## src/rtl/bar_pkg.sv

```systemverilog
// Shared defaults, mode codes and FSM encoding for the bar height generator.
package bar_pkg;

  localparam int unsigned DEF_NUM_BARS  = 5;
  localparam int unsigned DEF_HEIGHT_W  = 7;
  localparam int unsigned DEF_STEP      = 10;
  localparam int unsigned DEF_MIN_H     = 4;
  localparam int unsigned DEF_MAX_H     = 63;
  localparam logic [15:0] DEF_LFSR_SEED = 16'hACE1;

  // Galois feedback mask for x^16 + x^14 + x^13 + x^11 + 1 (right-shifting form)
  localparam logic [15:0] LFSR_TAPS = 16'hB400;
  localparam int unsigned RAND_BITS = 6;

  typedef enum logic [1:0] {
    MODE_ASC  = 2'b00,
    MODE_DESC = 2'b01,
    MODE_RAND = 2'b10,
    MODE_FLAT = 2'b11
  } mode_t;

  typedef enum logic [1:0] {
    IDLE = 2'b00,
    GEN  = 2'b01,
    DONE = 2'b10
  } state_t;

  // Fold a raw 6-bit random value into [min_h, max_h] with a single wrap
  function automatic int unsigned rand_height(input logic [RAND_BITS-1:0] v,
                                              input int unsigned min_h,
                                              input int unsigned max_h);
    int unsigned span;
    int unsigned r;
    span = max_h - min_h;
    r    = 32'(v);
    if (r > span) r = r - (span + 32'd1);
    return min_h + r;
  endfunction

endpackage

```

## src/rtl/lfsr16.sv

```systemverilog
// Free-running 16-bit Galois LFSR; a zero seed is forced to 1 so the state never locks up.
module lfsr16
  import bar_pkg::*;
#(
  parameter logic [15:0] SEED = DEF_LFSR_SEED
) (
  input  logic        clk,
  input  logic        reset,
  output logic [15:0] q
);

  localparam logic [15:0] SEED_EFF = (SEED == 16'h0000) ? 16'h0001 : SEED;

  always_ff @(posedge clk or negedge reset) begin
    if (!reset) begin
      q <= SEED_EFF;
    end else begin
      q <= (q >> 1) ^ (q[0] ? LFSR_TAPS : 16'h0000);
    end
  end

endmodule

```

## src/rtl/bar_data_gen.sv

```systemverilog
// Generates a set of NUM_BARS bar heights (ordered, flat or random) one element per
// cycle into a shadow array, then publishes the whole set atomically.
module bar_data_gen
  import bar_pkg::*;
#(
  parameter int unsigned NUM_BARS  = DEF_NUM_BARS,
  parameter int unsigned HEIGHT_W  = DEF_HEIGHT_W,
  parameter int unsigned STEP      = DEF_STEP,
  parameter int unsigned MIN_H     = DEF_MIN_H,
  parameter int unsigned MAX_H     = DEF_MAX_H,
  parameter logic [15:0] LFSR_SEED = DEF_LFSR_SEED
) (
  input  logic                         clk,
  input  logic                         reset,
  input  logic                         gen_req,
  input  logic [1:0]                   mode,
  output logic                         busy,
  output logic [NUM_BARS*HEIGHT_W-1:0] heights,
  output logic                         heights_valid
);

  localparam int unsigned BUS_W  = NUM_BARS * HEIGHT_W;
  localparam int unsigned IDX_W  = (NUM_BARS > 1) ? $clog2(NUM_BARS) : 1;
  localparam int unsigned FLAT_H = (MIN_H + MAX_H) / 2;

  function automatic logic [BUS_W-1:0] asc_pattern();
    logic [BUS_W-1:0] v;
    v = '0;
    for (int unsigned i = 0; i < NUM_BARS; i++) begin
      v[i*HEIGHT_W +: HEIGHT_W] = HEIGHT_W'((i + 32'd1) * STEP);
    end
    return v;
  endfunction

  localparam logic [BUS_W-1:0] ASC_PATTERN = asc_pattern();

  state_t           r_state;
  state_t           w_next_state;
  mode_t            r_mode;
  logic [IDX_W-1:0] r_idx;
  logic [BUS_W-1:0] r_shadow;
  logic [BUS_W-1:0] w_shadow_next;
  logic [31:0]      w_elem_val;
  logic             w_last;
  logic [15:0]      w_lfsr;
  logic             w_unused_lfsr;

  lfsr16 #(
    .SEED (LFSR_SEED)
  ) u_lfsr (
    .clk   (clk),
    .reset (reset),
    .q     (w_lfsr)
  );

  // Only the low bits feed the height fold; the rest just keep the sequence long
  assign w_unused_lfsr = ^w_lfsr[15:RAND_BITS];

  assign w_last = (32'(r_idx) == NUM_BARS - 32'd1);

  // Value of the element at the current index, merged into the shadow image
  always_comb begin
    w_elem_val = 32'd0;
    case (r_mode)
      MODE_ASC:  w_elem_val = (32'(r_idx) + 32'd1) * STEP;
      MODE_DESC: w_elem_val = (NUM_BARS - 32'(r_idx)) * STEP;
      MODE_RAND: w_elem_val = rand_height(w_lfsr[RAND_BITS-1:0], MIN_H, MAX_H);
      MODE_FLAT: w_elem_val = FLAT_H;
      default:   w_elem_val = 32'd0;
    endcase
    w_shadow_next = r_shadow;
    w_shadow_next[32'(r_idx)*HEIGHT_W +: HEIGHT_W] = HEIGHT_W'(w_elem_val);
  end

  always_ff @(posedge clk or negedge reset) begin
    if (!reset) begin
      r_state <= IDLE;
    end else begin
      r_state <= w_next_state;
    end
  end

  always_comb begin
    w_next_state = r_state;
    case (r_state)
      IDLE:    if (gen_req) w_next_state = GEN;
      GEN:     if (w_last) w_next_state = DONE;
      DONE:    w_next_state = IDLE;
      default: w_next_state = IDLE;
    endcase
  end

  // The last GEN write and the publish to heights share one edge so no partial set is visible
  always_ff @(posedge clk or negedge reset) begin
    if (!reset) begin
      busy          <= 1'b0;
      heights_valid <= 1'b0;
      heights       <= ASC_PATTERN;
      r_shadow      <= ASC_PATTERN;
      r_mode        <= MODE_ASC;
      r_idx         <= '0;
    end else begin
      busy          <= (w_next_state != IDLE);
      heights_valid <= (w_next_state == DONE);
      if ((r_state == IDLE) && gen_req) begin
        r_mode <= mode_t'(mode);
      end
      if (r_state == GEN) begin
        r_shadow <= w_shadow_next;
        r_idx    <= w_last ? '0 : r_idx + IDX_W'(1);
        if (w_last) begin
          heights <= w_shadow_next;
        end
      end
    end
  end

endmodule

```

## config.mk

```make
export PLATFORM = sky130hd
export DESIGN_NAME = bar_data_gen
export DESIGN_NICKNAME = d
export VERILOG_FILES = /design/src/rtl/bar_pkg.sv /design/src/rtl/lfsr16.sv /design/src/rtl/bar_data_gen.sv
export SDC_FILE = /design/constraint.sdc
export NUM_CORES = 1
export LEC_CHECK = 0
export CORE_MARGIN = 5
export CORE_UTILIZATION = 45
export CTS_CLUSTER_DIAMETER = 200
export DETAILED_ROUTE_END_ITERATION = 10
export PLACE_DENSITY = 0.71
export REMOVE_ABC_BUFFERS = 1
export SYNTH_ARGS = -nofsm -noshare
export SYNTH_HDL_FRONTEND = slang
export SYNTH_HIERARCHICAL = 1
export SYNTH_SLANG_ARGS = --single-unit
```

## constraint.sdc

```tcl
create_clock -name clk -period 5.3 [get_ports clk]
set_input_delay 1.325 -clock clk [delete_from_list [all_inputs] [get_ports clk]]
set_output_delay 1.325 -clock clk [all_outputs]
set_load 0.01 [all_outputs]
```

### Word level (Yosys, flattened, before mapping)

Cells that the tools add are included.
W data, S select, Z words.

| word-level totals | value |
|---|---|
| memory bits (writable) | 0 |
| bits in latches | 0 |
| memory bits (read-only) | 0 |
| memories | 0 |
| bits in registers | 95 |

| cells by class | value |
|---|---|
| bitwise operators | 1 |
| order comparisons | 1 |
| equal/unequal tests | 6 |
| muxes and demuxes | 9 |
| add/sub/neg operators | 6 |
| shift-type cells | 2 |
| multiply operators | 3 |
| div/mod/pow operators | 0 |
| reduce and logical (&&, ||, !) cells | 5 |

Operators with widths:

| operator | number |
|---|---|
| $bwmux W35 | 1 |
| $shift A7 B34 Y35 const A | 1 |
| $shiftx A7 B34 Y35 | 1 |
| $neg A6 Y34 | 1 |
| $mul A32 B3 Y6 const B | 1 |
| $pmux W7 S4 | 1 |
| $mux W16 | 1 |
| $xor A15 B16 Y16 | 1 |
| $mux W7 | 2 |
| $add A3 B7 Y7 const A | 1 |
| $sub A6 B6 Y7 const B | 1 |
| $eq A2 B2 Y1 const B | 3 |
| $gt A6 B6 Y1 const B | 1 |
| $mul A3 B3 Y6 const B | 1 |
| $mul A4 B3 Y6 const B | 1 |
| $add A3 B1 Y4 const B | 1 |
| $eq A2 B1 Y1 const B | 2 |
| $logic_not A2 Y1 | 2 |
| $mux W2 | 2 |
| $pmux W2 S2 | 1 |
| $sub A3 B3 Y4 const A | 1 |
| $add A3 B1 Y3 const B | 1 |
| $eq A3 B3 Y1 const B | 1 |
| $mux W3 | 1 |
| 3 further kinds | 3 |

### Longest topological paths before layout

| logic depth | value |
|---|---|
| word-level depth | 7 |
| mapped depth | 11 |
| gate-level depth less buffers | 10 |

### Modules after synthesis

The synthesis kept the hierarchy.

Modules (own cells, without submodules):

| module | sequential area each (um2) | cells an instance | times used | area each (um2) |
|---|---|---|---|---|
| bar_data_gen | 2,009.4 | 368 | 1 | 3,763.6 |
| lfsr16 | 410.4 | 19 | 1 | 436.7 |

### Worst setup path after synthesis

No wires, ideal clock.

| timing | value |
|---|---|
| path type | reg2reg |
| from | reg r_idx[0] |
| to | reg heights[12] |
| arrival time | 2.646 ns |
| path slack | 2.508 ns |
| cell stages (with the launch flop) | 11 |
| cell sequence | dfrtp_1 > buf_4 > inv_1 > ha_1 > ha_1 > ha_1 > inv_1 > fa_1 > mux2i_1 > o22ai_1 > o211ai_1 |

| on the way | value |
|---|---|
| cells in the longest elaborated chain, start to end | 5 |

Ends and longest elaborated chain:

| what | RTL line | text |
|---|---|---|
| from (decl) | bar_data_gen.sv:40 | `logic [IDX_W-1:0] r_idx;` |
| from (signal assigned) | bar_data_gen.sv:110 | `r_idx <= w_last ? '0 : r_idx + IDX_W'(1);` |
| $sub A3 B3 Y4 / $add A3 B1 Y4 (equally long branches) | bar_data_gen.sv:66, bar_data_gen.sv:65 |  |
| $mul A32 B3 Y6 / $mul A4 B3 Y6 (equally long branches) | bar_data_gen.sv:66, bar_data_gen.sv:65 |  |
| $pmux W7 S4 | bar_data_gen.sv:64 | `case (r_mode)` |
| $shiftx A7 B34 Y35 | bar_data_gen.sv:72 | `w_shadow_next[32'(r_idx)*HEIGHT_W +: HEIGHT_W] = HEIGHT_W'(w_elem_val);` |
| $bwmux W35 | bar_data_gen.sv:72 |  |
| to (signal assigned) | bar_data_gen.sv:112 | `heights <= w_shadow_next;` |
| to (decl) | bar_data_gen.sv:18 | `output logic [NUM_BARS*HEIGHT_W-1:0] heights,` |

Several ways; a longest one is shown, not always the timed one.
A chain may end at the register's enable or synchronous reset.

### Worst setup path after layout

| timing | value |
|---|---|
| from | reg r_idx[0] |
| to | reg r_shadow[12] |

| on the way | value |
|---|---|
| cells in the longest elaborated chain, start to end | 5 |

Ends and longest elaborated chain:

| what | RTL line | text |
|---|---|---|
| $sub A3 B3 Y4 / $add A3 B1 Y4 (equally long branches) | bar_data_gen.sv:66, bar_data_gen.sv:65 |  |
| $mul A32 B3 Y6 / $mul A4 B3 Y6 (equally long branches) | bar_data_gen.sv:66, bar_data_gen.sv:65 |  |
| $pmux W7 S4 | bar_data_gen.sv:64 |  |
| $shiftx A7 B34 Y35 | bar_data_gen.sv:72 |  |
| $bwmux W35 (*) | bar_data_gen.sv:72 |  |
| to (signal assigned) | bar_data_gen.sv:109 | `r_shadow <= w_shadow_next;` |
| to (decl) | bar_data_gen.sv:41 | `logic [BUS_W-1:0] r_shadow;` |

Mark *: on every way between the ends. The rest lies on a longest branch, timed or not.

==> metrics.md <==
| Metric | Value |
|---|---|
| Max-cap check violation count | `0` |
| Hold-fix buffers, CTS | `0` |
| Global-route wire length before repair | `14.8 mm` |
| Fraction of layout cells with a size suffix above 1 | `15.7%` |
| Gp weighted congestion | `0.893` |
| Pre-antenna DRT Iters | `4` |
| CTS Buffer Depth | `2` |
| CTS sink cnt | `95` |
| Hold path endpoint | `u_lfsr/q[6]` |
| Hold Violations, Final | `0` |
| Count of final setup violators | `0` |
| Final nets | `443` |
| Pwr dens | `580 nW/um^2` |
| Cell variety after synth | `51` |
| Synth Instances | `387` |
| Vias in the first global route | `2895` |
| # IOs | `42` |
| Unrepaired setup endpoints after global routing | `false` |
| EDFF count, synth | `0` |
| Detail Placement HPWL | `5.98 mm` |
| DR WL met3 | `543 um` |
| Fin cells | `538` |
| WHS Path Cells | `0` |
| Worst Path Required | `5.52 ns` |
| WL/cell | `16.4 um` |
| Syn avg cell area | `10.9 um^2` |
| Final Cycle Share | `65.5%` |
| Util after Layout | `53.1%` |
| Die W | `107 um` |
| Initial cell density of the core | `45.9%` |
| Largest net degree at the start of global routing | `73` |
| Ys flop type | `dfrtp_1` |
| Num rows | `35` |
| Drc violations | `0` |
| Clk slew on worst S/H paths | `0.10 ns` |
| WS Path Type | `flop to flop` |
| Input/output buffers | `41` |
| Synth area leader | `dfrtp_1` |
| Async set-or-reset flop fraction in the synthesized netlist | `100%` |
| Vias | `2991` |
| # fillers | `809` |
| Synth top area share | `36.3%` |
| Initial DRC Count | `164` |
| Setup Buffers After CTS | `0` |
| Routed wl met2 | `4.15 mm` |
| Fmax | `0.288 GHz` |
| GRT overflow | `0` |
| Least-Margin Pin Slew | `0.879 ns` |
| Area Overhead vs Synth | `15.6%` |
| CTS Buf Count | `9` |
| Clock skew | `0.0133 ns` |
| Maximum vdd drop | `0.000248 V` |
| Die ar. | `11400 um^2` |
| DP Cell Count | `522` |
| Area contributors post-synth | `dfrtp_1 (36%), dfstp_2 (21%), o21ai_0 (6.7%), nand2_1 (5.7%), ha_1 (4.2%)` |
| Worst r2r src | `r_idx[0]` |
| WP data arrival | `3.68 ns` |
| CTS tree | `done` |
| Status | `complete, no violations` |
| CTS H-tree lvls | `3` |
| Synthesized area | `4200 um^2` |
| Crit path time final | `3.47 ns` |
| Wire length on met1 | `3.98 mm` |
| Critical-path maximum fanout | `15` |
| GRT Overall Usage | `16.7%` |
| Register area share after synthesis | `57.6%` |
| R2R Setup Slk | `1.83 ns` |
| Ys Warns | `6` |
| Uppermost layer routed | `met4` |
| Worst R2R End | `r_shadow[12]` |
| Post_cts resized | `0` |
| Synth Register Bits | `95` |
| Vias/cell | `5.56` |
| Antenna Nets Post-Route | `0` |
| # diodes | `0` |
| Crit path launch type | `flop` |
| Clk root buf | `clkbuf_8` |
| TNS Setup | `0 ns` |
| Critical path endpoint category | `flop` |
| Hold_sp | `u_lfsr/q[7]` |
| Worst skew pair latency | `0.36 ns` |
| Die span in y | `107 um` |
| Post-Route WL | `8.84 mm` |
| Worst hold path type | `flop to flop` |
| Core area | `9150 um^2` |
| Reg2reg path depth | `9` |
| Leak | `1.98 nW` |
| Slew Limit Fails | `0` |
| Slew margin rel. | `41.4%` |
| Initial antenna violation count | `0` |
layout by cell type, fill, tap and decap left out, drive strengths merged, types with 3 or more instances in the layout:
cell and instances:
o21ai 65, mux2i 8, nor2 11, dfstp 34, clkbuf 9, xor2 4, a21oi 3, nand2b 7
ha 14, inv 13, nand2 65, o211ai 11, xnor2 3, a211oi 3, a22oi 16, dfrtp 61
buf 4, clkinvlp 3, nor3 3, nand3b 4, nand3 13, clkdlybuf4s50 40
worst max-delay path by stage:
| stage | end | cells past startpoint | from |
|---|---|---|---|
| final | r_shadow[12] | 9 | r_idx[0] |
| after global routing | r_shadow[12] | 9 | r_idx[0] |
| after global placement | heights[5] | 9 | r_idx[0] |
| after floorplan | heights[23] | 7 | r_idx[0] |
| after detailed placement | r_shadow[12] | 9 | r_idx[0] |
| after CTS | r_shadow[12] | 9 | r_idx[0] |
registers in the layout, summed over array words and instances (netlist names):
name,count
busy,1
r_shadow,35
r_mode,2
heights,35
r_state,2
heights_valid,1
u_lfsr/q,16
r_idx,3
cell families (layout without fill, tap and decap cells):
group | Yosys count | in the layout | synth area share (%)
AO/OA/AOI/OAI | 109 | 109 | 15.9
adder cells (fa/ha/maj) | 16 | 16 | 5.12
XOR/XNOR | 7 | 7 | 1.46
multiplexers | 10 | 10 | 2.44
buffers and inverters | 30 | 70 | 3.19
flip-flops | 95 | 95 | 57.6
AND/OR/NAND/NOR | 120 | 120 | 14.3
cell type report:
cell class / instances / area [um^2] / share of cell area (%)
sequential: 95 / 2420 / 49.8
multi-input combinational: 262 / 1650 / 33.9
timing repair buffer: 44 / 430 / 8.86
tap: 111 / 139 / 2.86
clock buffer: 9 / 124 / 2.55
clock inverter: 7 / 60.1 / 1.24
inverter: 10 / 37.5 / 0.773
critical path: stages, from the launching register on:
cell,delay [ns]
dfrtp_1,0.70
inv_1,0.23
ha_1,0.49
ha_1,0.34
ha_1,0.14
inv_1,0.05
fa_1,0.47
mux2i_1,0.07
o22ai_1,0.62
o21ai_0,0.21
metrics by stage:
stage	total power [mW]	hold slack (ns)	setup slack (ns)	area (um^2)
floorplan	1.88	0.331	2.03	4100
global placement	2.37	0.335	2.01	4670
detailed placement	2.40	0.340	1.81	4670
CTS	2.86	0.349	1.79	4860
global route	3.04	0.357	1.58	4860
finish	2.82	0.351	1.83	4860
power breakdown:
group	leakage (nW)	switching (mW)	total, mW	internal, mW
Clock	0.0848	0.266	0.444	0.179
Sequential	1.17	0.176	1.17	0.997
Combinational	0.724	0.698	1.20	0.502
routing by layer:
metal	vias to the layer above	GRT usage, %
li1	1431	-
met1	1467	23.1
met2	77	25.5
met3	16	4.15
met4	0	6.03
met5	-	0
Yosys cell counts (2+ instances only):
cell       n
nand4_1    2
dfrtp_1   61
xnor2_1    3
buf_4      2
o21a_1     2
a32oi_1    2
o22ai_1    2
nand3b_1   4
nand2_1   64
o211ai_1  11
and3_1     2
or3_1      2
dfstp_2   34
a22oi_1   16
o21ai_0   56
mux2i_1    8
ha_1      14
nor2b_1    2
nand2b_1   6
nor3_1     2
buf_2     11
fa_1       2
a211oi_1   2
xor2_1     4
a221oi_1   2
mux2_2     2
o21ai_1    9
inv_1      9
nand3_1   13
nor2_1    11
clkbuf_1   6
a21oi_1    2
Note: power is estimated with default switching activity, not from simulation.
